==> config.mk <==
export PLATFORM = sky130hd
export DESIGN_NAME = round_controller
export DESIGN_NICKNAME = d
export VERILOG_FILES = /design/src/rtl/round_controller.sv
export SDC_FILE = /design/constraint.sdc
export NUM_CORES = 1
export LEC_CHECK = 0
export CORE_MARGIN = 2
export CORE_UTILIZATION = 55
export DETAILED_ROUTE_END_ITERATION = 8
export PLACE_DENSITY = 0.78
export SYNTH_ARGS = -nofsm -noshare
export SYNTH_HDL_FRONTEND = slang
export SYNTH_SLANG_ARGS = --single-unit
==> constraint.sdc <==
create_clock -name clk -period 3.4 [get_ports clk]
set_clock_uncertainty 0.05 [all_clocks]
set_input_delay 0.68 -clock clk [delete_from_list [all_inputs] [get_ports clk]]
set_output_delay 0.68 -clock clk [all_outputs]
set_load 0.01 [all_outputs]
==> src/rtl/round_controller.sv <==
`default_nettype none
// round_controller - two-player quiz round sequencer: joystick sync/debounce, press arbitration,
// judging, scoring and game-end detection.  Revision 1.0
module round_controller #(
   parameter int NUM_Q        = 11,
   parameter int WIN_SCORE    = 5,
   parameter int DEBOUNCE_CYC = 4,
   parameter int FEEDBACK_CYC = 8
) (
   input  logic       clk,
   input  logic       rst_n,
   input  logic       start,
   input  logic [3:0] joy_l,
   input  logic [3:0] joy_r,
   input  logic [2:0] q_ans,
   output logic [3:0] q_idx,
   output logic [2:0] score_l,
   output logic [2:0] score_r,
   output logic [1:0] feedback,
   output logic       lock_l,
   output logic       lock_r,
   output logic       game_over,
   output logic [1:0] winner
);
   localparam int DW = $clog2(DEBOUNCE_CYC + 1);
   localparam int FW = $clog2(FEEDBACK_CYC + 1);
   localparam logic [DW-1:0] DEB_MAX = DW'(DEBOUNCE_CYC);
   localparam logic [FW-1:0] FB_LAST = FW'(FEEDBACK_CYC - 1);
   localparam logic [3:0]    Q_LAST  = 4'(NUM_Q - 1);
   localparam logic [2:0]    WIN     = 3'(WIN_SCORE);

   localparam logic [2:0] S_IDLE  = 3'd0;
   localparam logic [2:0] S_ASK   = 3'd1;
   localparam logic [2:0] S_JUDGE = 3'd2;
   localparam logic [2:0] S_SHOW  = 3'd3;
   localparam logic [2:0] S_NEXT  = 3'd4;
   localparam logic [2:0] S_DONE  = 3'd5;

   logic [1:0][3:0] joy;
   logic [1:0][2:0] code;
   logic [1:0]      acc;

   assign joy = {joy_r, joy_l};

   for (genvar p = 0; p < 2; p++) begin : g_player
      logic [3:0]    sync1_q, sync2_q;
      logic [2:0]    dec, last_q;
      logic [DW-1:0] cnt_q, cnt_d;
      logic          armed_q;

      always_comb begin
         case (sync2_q)
            4'b1110: dec = 3'd1;
            4'b1101: dec = 3'd2;
            4'b1011: dec = 3'd3;
            4'b0111: dec = 3'd4;
            default: dec = 3'd0;
         endcase
      end

      // Run length of the current valid code, saturating once it qualifies.
      always_comb begin
         cnt_d = '0;
         if (dec != 3'd0) begin
            if (dec != last_q)        cnt_d = DW'(1);
            else if (cnt_q != DEB_MAX) cnt_d = cnt_q + 1'b1;
            else                       cnt_d = cnt_q;
         end
      end

      assign acc[p]  = armed_q && (dec != 3'd0) && (cnt_d == DEB_MAX);
      assign code[p] = dec;

      always_ff @(posedge clk or negedge rst_n) begin
         if (!rst_n) begin
            sync1_q <= 4'hF;
            sync2_q <= 4'hF;
            last_q  <= 3'd0;
            cnt_q   <= '0;
            armed_q <= 1'b1;
         end else begin
            sync1_q <= joy[p];
            sync2_q <= sync1_q;
            last_q  <= dec;
            cnt_q   <= cnt_d;
            if (sync2_q == 4'hF) armed_q <= 1'b1;
            else if (acc[p])     armed_q <= 1'b0;
         end
      end
   end

   logic [2:0]    state_q, state_d;
   logic [3:0]    q_idx_q, q_idx_d;
   logic [2:0]    score_l_q, score_l_d, score_r_q, score_r_d;
   logic          lock_l_q, lock_l_d, lock_r_q, lock_r_d;
   logic [1:0]    fb_q, fb_d;
   logic [FW-1:0] fcnt_q, fcnt_d;
   logic          side_q, side_d;
   logic [2:0]    code_q, code_d;
   logic          prio_q, prio_d;
   logic          take_l, take_r, ans_ok;

   assign take_l = acc[0] && !lock_l_q;
   assign take_r = acc[1] && !lock_r_q;
   assign ans_ok = (q_ans >= 3'd1) && (q_ans <= 3'd4);

   always_comb begin
      state_d   = state_q;
      q_idx_d   = q_idx_q;
      score_l_d = score_l_q;
      score_r_d = score_r_q;
      lock_l_d  = lock_l_q;
      lock_r_d  = lock_r_q;
      fb_d      = fb_q;
      fcnt_d    = fcnt_q;
      side_d    = side_q;
      code_d    = code_q;
      prio_d    = prio_q;
      case (state_q)
         S_IDLE, S_DONE: begin
            if (start) begin
               state_d   = S_ASK;
               q_idx_d   = 4'd0;
               score_l_d = 3'd0;
               score_r_d = 3'd0;
               lock_l_d  = 1'b0;
               lock_r_d  = 1'b0;
               fb_d      = 2'b00;
            end
         end
         S_ASK: begin
            if (!ans_ok) begin
               state_d = S_NEXT;
            end else if (take_l || take_r) begin
               state_d = S_JUDGE;
               // prio_q = 0 favours left on a same-cycle tie
               if (take_l && take_r) begin
                  side_d = prio_q;
                  prio_d = !prio_q;
               end else begin
                  side_d = take_r;
               end
               code_d = side_d ? code[1] : code[0];
            end
         end
         S_JUDGE: begin
            state_d = S_SHOW;
            fcnt_d  = '0;
            if (code_q == q_ans) begin
               fb_d = 2'b01;
               if (!side_q) score_l_d = (score_l_q == WIN) ? WIN : score_l_q + 1'b1;
               else         score_r_d = (score_r_q == WIN) ? WIN : score_r_q + 1'b1;
            end else begin
               fb_d = 2'b10;
               if (!side_q) lock_l_d = 1'b1;
               else         lock_r_d = 1'b1;
            end
         end
         S_SHOW: begin
            if (fcnt_q == FB_LAST) begin
               fb_d = 2'b00;
               if (fb_q == 2'b01 || (lock_l_q && lock_r_q)) state_d = S_NEXT;
               else                                         state_d = S_ASK;
            end else begin
               fcnt_d = fcnt_q + 1'b1;
            end
         end
         S_NEXT: begin
            lock_l_d = 1'b0;
            lock_r_d = 1'b0;
            if (score_l_q == WIN || score_r_q == WIN || q_idx_q == Q_LAST) begin
               state_d = S_DONE;
            end else begin
               q_idx_d = q_idx_q + 1'b1;
               state_d = S_ASK;
            end
         end
         default: state_d = S_IDLE;
      endcase
   end

   always_ff @(posedge clk or negedge rst_n) begin
      if (!rst_n) begin
         state_q   <= S_IDLE;
         q_idx_q   <= 4'd0;
         score_l_q <= 3'd0;
         score_r_q <= 3'd0;
         lock_l_q  <= 1'b0;
         lock_r_q  <= 1'b0;
         fb_q      <= 2'b00;
         fcnt_q    <= '0;
         side_q    <= 1'b0;
         code_q    <= 3'd0;
         prio_q    <= 1'b0;
      end else begin
         state_q   <= state_d;
         q_idx_q   <= q_idx_d;
         score_l_q <= score_l_d;
         score_r_q <= score_r_d;
         lock_l_q  <= lock_l_d;
         lock_r_q  <= lock_r_d;
         fb_q      <= fb_d;
         fcnt_q    <= fcnt_d;
         side_q    <= side_d;
         code_q    <= code_d;
         prio_q    <= prio_d;
      end
   end

   always_comb begin
      winner = 2'b00;
      if (state_q == S_DONE) begin
         if (score_l_q > score_r_q)      winner = 2'b01;
         else if (score_l_q < score_r_q) winner = 2'b10;
         else                            winner = 2'b11;
      end
   end

   assign game_over = (state_q == S_DONE);
   assign q_idx     = q_idx_q;
   assign score_l   = score_l_q;
   assign score_r   = score_r_q;
   assign feedback  = fb_q;
   assign lock_l    = lock_l_q;
   assign lock_r    = lock_r_q;
endmodule
`default_nettype wire

==> Word-level counts from Yosys, hierarchy flattened <==
Index checks and enable logic that the tools add are counted.
{ "totals": {"reg_bits": 56, "latchBits": 0, "ramBits": 0, "romBits": 0, "in_bits": 14, "out_inout_bits": 17, "wordCells": 156, "n_memories": 0} }
{ "op_classes": {"add_sub_neg": 6, "n_mul": 0, "div_mod_pow": 0, "magnitude_cmp": 4, "n_eq_ne": 36, "n_shift": 0, "n_mux": 52, "n_bitwise": 0, "reduce_logical": 37} }
{ "op_table": {"columns": ["operator", "n"], "rows": [
  ["3-bit 2-to-1 mux", 20],
  ["4-bit == test (second input constant)", 9],
  ["3-bit one-hot mux with 4 select lines", 2],
  ["4-bit AND reduction", 5],
  ["3-bit == test (second input constant)", 6],
  ["2-bit inequality test (second input constant)", 8],
  ["4-bit one-hot mux with 2 select lines", 2],
  ["3-bit one-hot mux with 5 select lines", 1],
  ["1-bit 2-to-1 mux", 14],
  ["3-bit by 1-bit adder with 3-bit output (second input constant)", 4],
  ["4-bit by 3-bit == test with 1-bit output (second input constant)", 3],
  ["4-bit 2-to-1 mux", 3],
  ["3-bit one-hot mux with 2 select lines", 2],
  ["3-bit AND reduction", 4],
  ["3-bit nonzero test", 4],
  ["2-bit 2-to-1 mux", 5],
  ["2-bit nonzero test", 5],
  ["1-bit logical AND", 9],
  ["3-bit inequality test (second input constant)", 3],
  ["4-bit by 1-bit adder with 4-bit output (second input constant)", 2],
  ["3-bit by 2-bit == test with 1-bit output (second input constant)", 2],
  ["3-bit inequality test", 2],
  ["1-bit one-hot mux with 3 select lines", 2],
  ["2-bit one-hot mux with 3 select lines", 1],
  ["other kinds (12)", 17]
]} }

==> Longest topological paths before layout <==
{ "logic_depth": {"depth_word": 14, "depth_mapped": 9, "mapped_depth_nobuf": 9} }

==> Least setup slack after synthesis <==
OpenSTA, ideal clock, no wires.
{ "synth_timing": {"kind": "register to register", "startpoint": "register g_player[1].cnt_q[0]", "endpoint": "register state_q[2]", "arrival_time_ns": 2.317, "required_ns": 3.222, "slack_ns": 0.905, "stages_incl_launch_ff": 10, "synth_period_minus_slack_ns": 2.495, "cell_sequence": "dfrtp_1 inv_1 ha_1 or3b_1 a311o_1 a211oi_2 o2111a_2 nor2_2 a21oi_4 mux2_1"} }
{ "synth_via": {"elab_chain_cells": 10, "elab_cells_between_ends": 11} }
{ "synth_rtl": {"columns": ["item", "line_no", "rtl"], "rows": [
  ["start, declared", "48", "logic [DW-1:0] cnt_q, cnt_d;"],
  ["start signal, assigned", "85", "cnt_q <= cnt_d;"],
  ["3-bit by 1-bit adder with 3-bit output / 3-bit inequality test (equally long branches)", "66", "else if (cnt_q != DEB_MAX) cnt_d = cnt_q + 1'b1;"],
  ["3-bit 2-to-1 mux (*)", "66", null],
  ["3-bit 2-to-1 mux (*)", "65", "if (dec != last_q) cnt_d = DW'(1);"],
  ["3-bit 2-to-1 mux (*)", "64", "if (dec != 3'd0) begin"],
  ["3-bit == test (*)", "71", "assign acc[p] = armed_q && (dec != 3'd0) && (cnt_d == DEB_MAX);"],
  ["1-bit logical AND (*)", "71", null],
  ["1-bit logical AND (*)", "104", "assign take_r = acc[1] && !lock_r_q;"],
  ["1-bit logical OR (*)", "134", "end else if (take_l || take_r) begin"],
  ["3-bit inequality test (no source line) (*)", null, null],
  ["3-bit AND reduction (no source line) (*)", null, null],
  ["end signal, assigned", "196", "state_q <= state_d;"],
  ["end, declared", "92", "logic [2:0] state_q, state_d;"]
]} }
Every way passes the cells marked *; elsewhere a longest branch is shown, timed or not.
A chain may end at the register's enable or synchronous reset.

==> Worst setup path in the final report <==
{ "layout_timing": {"startpoint": "register score_r_q[1] (netlist: score_r[1])", "endpoint": "output port winner[1]"} }
{ "layout_via": {"elab_chain_cells": 3} }
{ "layout_rtl": {"columns": ["item", "line_no", "rtl"], "rows": [
  ["start, declared", "94", "logic [2:0] score_l_q, score_l_d, score_r_q, score_r_d;"],
  ["start signal, assigned", "199", "score_r_q <= score_r_d;"],
  ["3-bit > comparator", "213", "if (score_l_q > score_r_q) winner = 2'b01;"],
  ["2-bit 2-to-1 mux", "213", null],
  ["2-bit 2-to-1 mux", "212", "if (state_q == S_DONE) begin"],
  ["end, declared", "23", "output logic [1:0] winner"]
]} }
No other way between the ends.

==> results.json <==
{
  "grt_max_degree": 40,
  "cts_resized": 0,
  "period_share_pct": 84.4,
  "dieArea_um2": 5860,
  "max_slew_margin_pct": 45.5,
  "fin_util_pct": 65.2,
  "cp-start-kind": "register",
  "grt_pass1_vias": 2050,
  "status": "finished clean",
  "drc": 0,
  "start_util_pct": 56.7,
  "final_cell_mix": "dfrtp_1, clkdlybuf4s50_1, nand2_1, nor2_1, inv_1",
  "synth_seq_cells": 56,
  "portBuffers": 30,
  "hold_viol_final": 0,
  "cts_setup_buffers": 0,
  "drt-total-wl_um": 5280,
  "grt_pass1_wl_um": 9260,
  "ys_top_cells_by_area": "dfrtp_1, dfstp_2, ha_1",
  "synth.largest_area_cell": "dfrtp_1",
  "htreeDepth": 2,
  "fp.coreArea_um2": 5110,
  "avgViaCountPerCell": 5.54,
  "setup_viol": 0,
  "tightest_slew_ps": 811,
  "fin_tns_setup_ps": 0,
  "use_met3_pct": 3.79,
  "mostFrequentLayoutCell": "dfrtp_1",
  "dpl.hpwl_um": 3920,
  "insertion_delay_ps": 310,
  "die_w_um": 76.6,
  "whs_ps": 229,
  "clockRootBuffer": "clkbuf_8",
  "grtUsageMet1_pct": 27.4,
  "pre_cts_ws_ps": 624,
  "r2r-start": "g_player[1].cnt_q[0]",
  "cap_violations": 0,
  "drive_gt1_share_pct": 10.5,
  "synth_area_um2": 2900,
  "peakVddDrop_mv": 0.300,
  "ctsHoldBuffers": 0,
  "diodes": 0,
  "nets": 347,
  "critPathKind": "register to output port",
  "cellPowerDensity_nw_per_um2": 578,
  "r2r_end": "state_q[2]",
  "r2r_cells": 9,
  "num_vias": 2181,
  "drtPass1Iterations": 4,
  "clk_pin_slew_ps": 90,
  "cts_sinks": 56,
  "ctsLongestPathBuffers": 2,
  "leakagePower_nw": 1.39,
  "grt_util_all_layers_pct": 19.7,
  "synth-main-ff-cell": "dfrtp_1",
  "area_growth_pct": 15.0,
  "end_kind": "output port",
  "num_rows": 26,
  "worstPathRequired_ps": 2670,
  "syn_nets": 319,
  "ios": 31,
  "hold_path_class": "input port to asynchronous set/reset pin",
  "ant_nets": 0,
  "async_flop_share_pct": 100,
  "synth_top_area_share_pct": 32.8,
  "overflow": 0,
  "max_freq_mhz": 349,
  "crit_path_start": "score_r[1]",
  "wl_per_cell_um": 13.4,
  "ff2ff_setup_slack_ps": 700,
  "synth_cells": 295,
  "setup_ws_ps": 532,
  "drtIter0Drc": 151,
  "slew_viol_final": 0,
  "busiest_layer": "met2",
  "grtUsageMet2_pct": 30.9,
  "yosysWarnings": 0,
  "cts_tree": "yes",
  "path_max_fanout": 6,
  "rsz0062_at_grt": "false",
  "crit_end": "winner[1]",
  "synth.distinct_cells": 56,
  "ys_seq_area_share_pct": 49.2,
  "die_h_um": 76.6,
  "synth_edf_count": 0,
  "finalWeightedCongestion": 0.822,
  "grt_antenna_before_repair": 0,
  "crit_arrival_ps": 2140,
  "avgSynthCellArea_um2": 9.82,
  "numCtsBuffers": 5,
  "period_minus_slack_ps": 2870
}
routing by layer:
metal	share of wire, %	vias to the layer above
met2	47	30
met3	3.4	4
met4	1.0	0
li1	-	1090
met1	48	1057
met5	0	-
kinds of logic (layout without fill, tap and decap cells):
group / after synthesis / after routing / share of synthesized area (%)
AO/OA/AOI/OAI: 71 / 71 / 16.1
XOR/XNOR: 19 / 19 / 5.75
adder cells (fa/ha/maj): 10 / 10 / 4.32
buffers and inverters: 31 / 60 / 4.23
flip-flops: 56 / 56 / 49.2
multiplexers: 6 / 6 / 2.12
AND/OR/NAND/NOR: 102 / 102 / 18.3
stage by stage:
step           area (µm²)  power, mW  cells
6_report             3330       1.93    394
5_1_grt              3330       2.07    394
4_1_cts              3330       1.94    394
3_5_place_dp         3240       1.57    386
3_3_place_gp         3240       1.56    386
2_1_floorplan        2900       1.33    295
critical path: stages, from the launching register on:
cell             delay, ps
dfrtp_1                430
inv_1                   80
ha_1                   290
a21o_1                 160
a21oi_1                180
a31oi_1                 70
nor2_1                  90
clkdlybuf4s50_1        540
how the worst min path moves through the flow:
stage,to,depth (start not counted)
finish,q_idx[3],1
global route,score_r[0],1
CTS,q_idx[0],1
detailed placement,g_player[1].sync2_q[2],0
global placement,g_player[1].sync2_q[2],0
floorplan,g_player[0].sync2_q[0],0
synth_stat cells (all sizes together), types with 3 or more instances:
cell,instances
a211oi,3
a21oi,19
and2,3
and3,4
buf,5
clkbuf,5
dfrtp,38
dfstp,18
ha,10
inv,21
mux2i,5
nand2,27
nand2b,6
nand3,9
nand3b,4
nand4b,3
nor2,24
nor2b,6
nor3,4
o21a,3
o21ai,24
xnor2,12
xor2,7
sequential cells by signal, indices dropped and copies added (netlist names), 4 cells and up:
register and count:
q_idx 4, fcnt_q 4, g_player.sync1_q 8, g_player.cnt_q 6, g_player.sync2_q 8, g_player.last_q 6
report_power, final:
part | switching [mW] | internal, mW
sequential | 0.126 | 0.780
combinational | 0.351 | 0.305
clock | 0.218 | 0.147
total | 0.695 | 1.23
final cells by class:
| type | count | area [µm²] |
|---|---|---|
| fill | 417 | 1780 |
| clock buffer | 5 | 68.8 |
| clock inverter | 3 | 20.0 |
| multi-input combinational | 208 | 1350 |
| tap | 70 | 87.6 |
| timing repair buffer | 31 | 303 |
| inverter | 21 | 78.8 |
| sequential | 56 | 1420 |
Note: power is estimated with default switching activity, not from simulation.
